File: config.mk
export PLATFORM = sky130hd
export DESIGN_NAME = serial_digit_adder_flat
export DESIGN_NICKNAME = d
export VERILOG_FILES = /design/src/rtl/serial_digit_adder_if.sv /design/src/rtl/serial_digit_adder.sv /design/src/flat_wrapper.sv
export SDC_FILE = /design/constraint.sdc
export NUM_CORES = 1
export LEC_CHECK = 0
export CAP_MARGIN = 25
export CORE_MARGIN = 8
export CORE_UTILIZATION = 40
export DETAILED_ROUTE_END_ITERATION = 12
export PLACE_DENSITY_LB_ADDON = 0.2
export SYNTH_ARGS = -nofsm -noshare
export SYNTH_HDL_FRONTEND = slang
export SYNTH_SLANG_ARGS = --single-unit
File: constraint.sdc
create_clock -name clk -period 1.55 [get_ports clk]
set_input_delay 0.3875 -clock clk [delete_from_list [all_inputs] [get_ports clk]]
set_output_delay 0.3875 -clock clk [all_outputs]
set_load 0.005 [all_outputs]
File: src/rtl/serial_digit_adder_if.sv
// Start/busy/done handshake bundle for serial_digit_adder.
// The ovf signal exists only when SERIAL_ADD_OVF_EN is defined.
interface serial_digit_adder_if #(
   parameter int unsigned WIDTH = 8
);
   logic             start;
   logic [WIDTH-1:0] a;
   logic [WIDTH-1:0] b;
   logic             cin;
   logic             busy;
   logic             done;
   logic [WIDTH-1:0] result;
   logic             cout;
`ifdef SERIAL_ADD_OVF_EN
   logic             ovf;

   modport master (output start, a, b, cin, input busy, done, result, cout, ovf);
   modport slave  (input start, a, b, cin, output busy, done, result, cout, ovf);
`else
   modport master (output start, a, b, cin, input busy, done, result, cout);
   modport slave  (input start, a, b, cin, output busy, done, result, cout);
`endif
endinterface

File: src/rtl/serial_digit_adder.sv
// Multi-cycle WIDTH-bit adder processing two bits per clock through a 2-bit
// full-adder slice. Optional signed overflow output via SERIAL_ADD_OVF_EN.

// 2-bit full adder digit slice.
module two_bit_full_adder (
   input  logic [1:0] a,
   input  logic [1:0] b,
   input  logic       cin,
   output logic [1:0] sum,
   output logic       cout
);
   // Three-bit sum of two digits plus carry.
   always_comb begin
      {cout, sum} = 3'(a) + 3'(b) + 3'(cin);
   end
endmodule

module serial_digit_adder #(
   parameter int unsigned WIDTH = 8
) (
   input  logic                  clk,
   input  logic                  rst,
   serial_digit_adder_if.slave   bus
);
   localparam int unsigned DIGITS = WIDTH / 2;
   localparam int unsigned CNT_W  = (DIGITS > 1) ? $clog2(DIGITS) : 1;

   typedef enum logic [1:0] {
      IDLE = 2'd0,
      RUN  = 2'd1,
      DONE = 2'd2
   } state_t;

   state_t             state, state_n;
   logic [WIDTH-1:0]   op_a, op_a_n;
   logic [WIDTH-1:0]   op_b, op_b_n;
   logic               carry_reg, carry_n;
   logic [CNT_W-1:0]   cnt, cnt_n;
   logic [WIDTH-1:0]   acc, acc_n;
   logic [WIDTH-1:0]   result_q, result_n;
   logic               cout_q, cout_n;
   logic               busy_q, busy_n;
   logic               done_q, done_n;

   logic [1:0]         slice_sum;
   logic               slice_cout;
   logic [WIDTH+1:0]   acc_cat;
   logic [WIDTH-1:0]   acc_shift;
   logic               last_digit;

`ifdef SERIAL_ADD_OVF_EN
   logic               a_msb, a_msb_n;
   logic               b_msb, b_msb_n;
   logic               ovf_q, ovf_n;
`endif

   two_bit_full_adder u_slice (
      .a    (op_a[1:0]),
      .b    (op_b[1:0]),
      .cin  (carry_reg),
      .sum  (slice_sum),
      .cout (slice_cout)
   );

   // New digit enters at the top of the accumulator; the concat form also covers WIDTH=2.
   always_comb begin
      acc_cat    = {slice_sum, acc};
      acc_shift  = acc_cat[WIDTH+1:2];
      last_digit = (cnt == CNT_W'(DIGITS - 1));
   end

   // Next-state and next-register logic.
   always_comb begin
      state_n  = state;
      op_a_n   = op_a;
      op_b_n   = op_b;
      carry_n  = carry_reg;
      cnt_n    = cnt;
      acc_n    = acc;
      result_n = result_q;
      cout_n   = cout_q;
      busy_n   = busy_q;
      done_n   = 1'b0;
`ifdef SERIAL_ADD_OVF_EN
      a_msb_n  = a_msb;
      b_msb_n  = b_msb;
      ovf_n    = ovf_q;
`endif
      unique case (state)
         IDLE: begin
            if (bus.start) begin
               state_n = RUN;
               op_a_n  = bus.a;
               op_b_n  = bus.b;
               carry_n = bus.cin;
               cnt_n   = '0;
               acc_n   = '0;
               busy_n  = 1'b1;
`ifdef SERIAL_ADD_OVF_EN
               a_msb_n = bus.a[WIDTH-1];
               b_msb_n = bus.b[WIDTH-1];
`endif
            end
         end
         RUN: begin
            acc_n   = acc_shift;
            carry_n = slice_cout;
            op_a_n  = op_a >> 2;
            op_b_n  = op_b >> 2;
            cnt_n   = cnt + CNT_W'(1);
            if (last_digit) begin
               state_n  = DONE;
               busy_n   = 1'b0;
               done_n   = 1'b1;
               result_n = acc_shift;
               cout_n   = slice_cout;
`ifdef SERIAL_ADD_OVF_EN
               ovf_n    = (a_msb == b_msb) && (acc_shift[WIDTH-1] != a_msb);
`endif
            end
         end
         DONE: begin
            state_n = IDLE;
         end
         default: begin
            state_n = IDLE;
            busy_n  = 1'b0;
         end
      endcase
   end

   // State and datapath registers with synchronous reset.
   always_ff @(posedge clk) begin
      if (rst) begin
         state     <= IDLE;
         op_a      <= '0;
         op_b      <= '0;
         carry_reg <= 1'b0;
         cnt       <= '0;
         acc       <= '0;
         result_q  <= '0;
         cout_q    <= 1'b0;
         busy_q    <= 1'b0;
         done_q    <= 1'b0;
`ifdef SERIAL_ADD_OVF_EN
         a_msb     <= 1'b0;
         b_msb     <= 1'b0;
         ovf_q     <= 1'b0;
`endif
      end else begin
         state     <= state_n;
         op_a      <= op_a_n;
         op_b      <= op_b_n;
         carry_reg <= carry_n;
         cnt       <= cnt_n;
         acc       <= acc_n;
         result_q  <= result_n;
         cout_q    <= cout_n;
         busy_q    <= busy_n;
         done_q    <= done_n;
`ifdef SERIAL_ADD_OVF_EN
         a_msb     <= a_msb_n;
         b_msb     <= b_msb_n;
         ovf_q     <= ovf_n;
`endif
      end
   end

   assign bus.busy   = busy_q;
   assign bus.done   = done_q;
   assign bus.result = result_q;
   assign bus.cout   = cout_q;
`ifdef SERIAL_ADD_OVF_EN
   assign bus.ovf    = ovf_q;
`endif

endmodule

File: src/flat_wrapper.sv
// flat-port wrapper written by rule: the top's interface ports become plain ports
module serial_digit_adder_flat 
#(
   parameter int unsigned WIDTH = 8
)
  (clk, rst, bus_start, bus_a, bus_b, bus_cin, bus_busy, bus_done, bus_result, bus_cout);
  serial_digit_adder_if #(.WIDTH(WIDTH)) bus_i ();
  input  logic clk;
  input  logic rst;
  input wire logic [$bits(bus_i.start)-1:0] bus_start;
  input wire logic [$bits(bus_i.a)-1:0] bus_a;
  input wire logic [$bits(bus_i.b)-1:0] bus_b;
  input wire logic [$bits(bus_i.cin)-1:0] bus_cin;
  output wire logic [$bits(bus_i.busy)-1:0] bus_busy;
  output wire logic [$bits(bus_i.done)-1:0] bus_done;
  output wire logic [$bits(bus_i.result)-1:0] bus_result;
  output wire logic [$bits(bus_i.cout)-1:0] bus_cout;
  assign bus_i.start = bus_start;
  assign bus_i.a = bus_a;
  assign bus_i.b = bus_b;
  assign bus_i.cin = bus_cin;
  assign bus_busy = bus_i.busy;
  assign bus_done = bus_i.done;
  assign bus_result = bus_i.result;
  assign bus_cout = bus_i.cout;
  serial_digit_adder #(.WIDTH(WIDTH)) u_core (.clk(clk), .rst(rst), .bus(bus_i));
endmodule
==> metrics.md <==
| Metric | Value |
|---|---|
| Pre-CTS setup slack | `-0.180 ns` |
| Peak per-stage delay on the critical path | `0.52 ns` |
| Switching power | `503 µW` |
| Clock Pin Slew Worst Setup and Hold Paths | `0.07 ns` |
| Pwr per Cell Area | `981 mW/mm²` |
| Starting Density | `0.414` |
| Worst-Skew Late Latency | `0.28 ns` |
| Ant. Diodes | `0` |
| Die Width | `80.1 µm` |
| WP data required | `1.73 ns` |
| Post-synth top cells | `dfxtp_1, nor2_1, a211oi_2, mux2i_1, nand2_1` |
| Relative max-transition margin | `0.724` |
| Failing checks | `negative setup slack` |
| Routed via count | `1292` |
| Clock tree from TritonCTS | `built` |
| WHS Path Cells | `2` |
| Fin cells | `257` |
| Pleak | `0.963 nW` |
| Worst slew pin tran | `0.414 ns` |
| Final period util | `1.02` |
| # IOs | `31` |
| Setup violations, final | `2` |
| Grt total ovfl | `0` |
| Clock power share | `0.359` |
| Drt total wl | `3690 µm` |
| Syn_nets | `190` |
| Yosys warns | `0` |
| Register area | `767 µm²` |
| Cell variety after synth | `24` |
| Unrepaired setup endpoints after global routing | `true` |
| IR drop worst, VDD | `0.000476 V` |
| CTS H-Tree Depth | `2` |
| CP cell instances | `inv_2 > fa_2 > fa_1 > a2bb2oi_1 > nor2_1` |
| Total CTS buffers | `5` |
| Seq cells post-synth | `38` |
| Final Max Slew Viols | `0` |
| Worst Path Arrival | `1.75 ns` |
| Register share of total power | `0.493` |
| Area grow syn2layout | `33.5%` |
| Antenna violations before repair | `0` |
| Count leader, synth | `dfxtp_1` |
| Vias per cell | `5.03` |
| Clock period minus worst slack | `1.58 ns` |
| Die Footprint | `0.00641 mm²` |
| Kind of critical path | `register to register` |
| Final WS setup | `-0.0258 ns` |
| Mean Syn Cell Area | `9.84 µm²` |
| Combinational share of power | `0.148` |
| Final GP Congestion | `0.745` |
| Layout cells sized above 1 | `0.222` |
| Cell area after synthesis | `0.00164 mm²` |
| Largest net degree at the start of global routing | `39` |
| Asr flop ratio synth | `0` |
| CP Launch Type | `register` |
| Pint | `1.65 mW` |
| Buffers on Ports | `30` |
| CTS max path bufs | `2` |
| Min-delay worst type | `register to register` |
| CTS Root Cell | `clkbuf_8` |
| Max Clk Rate | `635 MHz` |
| Hpwl dp | `2660 µm` |
| First-pass GRT wire length | `6020 µm` |
| Final routed DRC violation total | `0` |
| Final-stage net count | `229` |
| Area of the multi-input gates | `777 µm²` |
| Slowest cell on crit path | `fa_1` |
| Drt pass-1 iters | `4` |
| Max-cap violations | `0` |
| Starting DRT DRC Count | `85` |
| Final hold viol count | `0` |
| Filler cells | `367` |
| Status | `complete, but fails checks` |
| Routed WL per cell | `14.4 µm` |
| # rows | `23` |
| Endpoint class of the critical path | `register` |
| Core area | `0.00397 mm²` |
| Seq/Total Area, Yosys | `0.463` |
| Area leader, netlist | `dfxtp_1` |
| Worst Reg-to-Reg Cells | `5` |
| Yosys top cell area share | `0.463` |
| Crit Path Max Fanout | `2` |
| Die span in y | `80.1 µm` |
| Number of global-route vias before repair | `1255` |
| Main synth FF type | `dfxtp_1` |
| Cells after Synth | `167` |
| Overall routing resource usage | `0.122` |
| # clock sinks | `38` |
| Placed cell count | `249` |
| Remaining antenna violation count | `0` |
| Overall Power | `2.15 mW` |
| Ranking of synthesized cells by area | `dfxtp_1, a211oi_2, mux2i_1, nor2_1, a21oi_1` |
| Sw Ratio | `0.234` |
| Count of flip-flops with a built-in enable after synthesis | `0` |
| Final Skew | `0.00343 ns` |
==> path summary, 6_finish.rpt <==
| path | start | endpoint | slack [ns] |
|---|---|---|---|
| setup / recovery | u_core.carry_reg | u_core.acc[7] | -0.03 |
| hold / removal | u_core.bus.result[0] | u_core.bus.result[0] | 0.45 |
| setup reg to reg | u_core.carry_reg | u_core.acc[7] | -0.03 |
| hold reg to reg | u_core.bus.result[0] | u_core.bus.result[0] | 0.45 |
==> per-layer routing <==
metal	track usage	share of wire
met5	0	0
met4	0.0655	0.015
met3	0.0413	0.048
met2	0.203	0.51
met1	0.133	0.43
==> through the flow <==
step	hold WS, ns	TNS (ns)	instance area (µm²)	util
2_1_floorplan	0.432	-0.00724	1650	-
5_1_grt	0.476	-0.217	2190	0.552
6_report	0.451	-0.0314	2190	0.552
4_1_cts	0.458	-0.0524	2170	0.546
3_5_place_dp	0.448	-1.83	2050	0.517
3_3_place_gp	0.446	-0.993	2050	0.517
==> cell usage in the layout, fill, tap and decap left out, types with 4 or more instances in the layout <==
master / Yosys / final
a22oi_1: 5 / 5
a21oi_1: 11 / 11
clkdlybuf4s50_1: 0 / 22
o21ai_0: 4 / 4
dfxtp_1: 38 / 33
nand2_1: 13 / 13
nor2_1: 28 / 28
inv_1: 7 / 5
dfxtp_2: 0 / 5
dlymetal6s2s_1: 0 / 8
a211oi_2: 14 / 14
nand3b_1: 5 / 5
clkbuf_8: 0 / 8
mux2i_1: 14 / 14
buf_4: 2 / 12
==> power groups by stage <==
stage	clock (mW)	sequential [mW]	combinational, mW
after global placement	0	1.08	0.309
after CTS	0.796	1.06	0.322
after detailed placement	0	1.08	0.321
after global routing	0.838	1.07	0.350
final	0.773	1.06	0.318
after floorplan	0	1.07	0.209
==> cell type report <==
type,count,area share
Multi-Input combinational cell,110,0.354
Sequential cell,38,0.350
Timing Repair Buffer,44,0.205
Clock buffer,8,0.0502
Tap cell,50,0.0285
Inverter,7,0.0120
==> kinds of logic (layout without fill, tap and decap cells) <==
family / after synthesis / count (layout) / share of synthesized area
DFF: 38 / 38 / 0.463
and+or+nand+nor: 51 / 51 / 0.136
buffers and inverters: 19 / 59 / 0.0685
muxes: 14 / 14 / 0.0853
AOI/OAI and AO/OA: 42 / 42 / 0.215
adders and majority gates: 3 / 3 / 0.0320
==> what timing repair did <==
item                       in CTS  in global routing
gates resized for setup         4                 11
pin swaps                       2                  0
setup endpoints to repair       4                 16
hold buffers                    0                  0
buffers inserted                0                  0
==> worst max-delay path, delay by kind of cell (launching register included) <==
family / cells / cell delay [ns]
AOI/OAI and AO/OA: 1 / 0.16
adders and majority gates: 2 / 0.90
buffers and inverters: 1 / 0.04
DFF: 1 / 0.33
and+or+nand+nor: 1 / 0.05
Power figures use the tool's default switching activity.
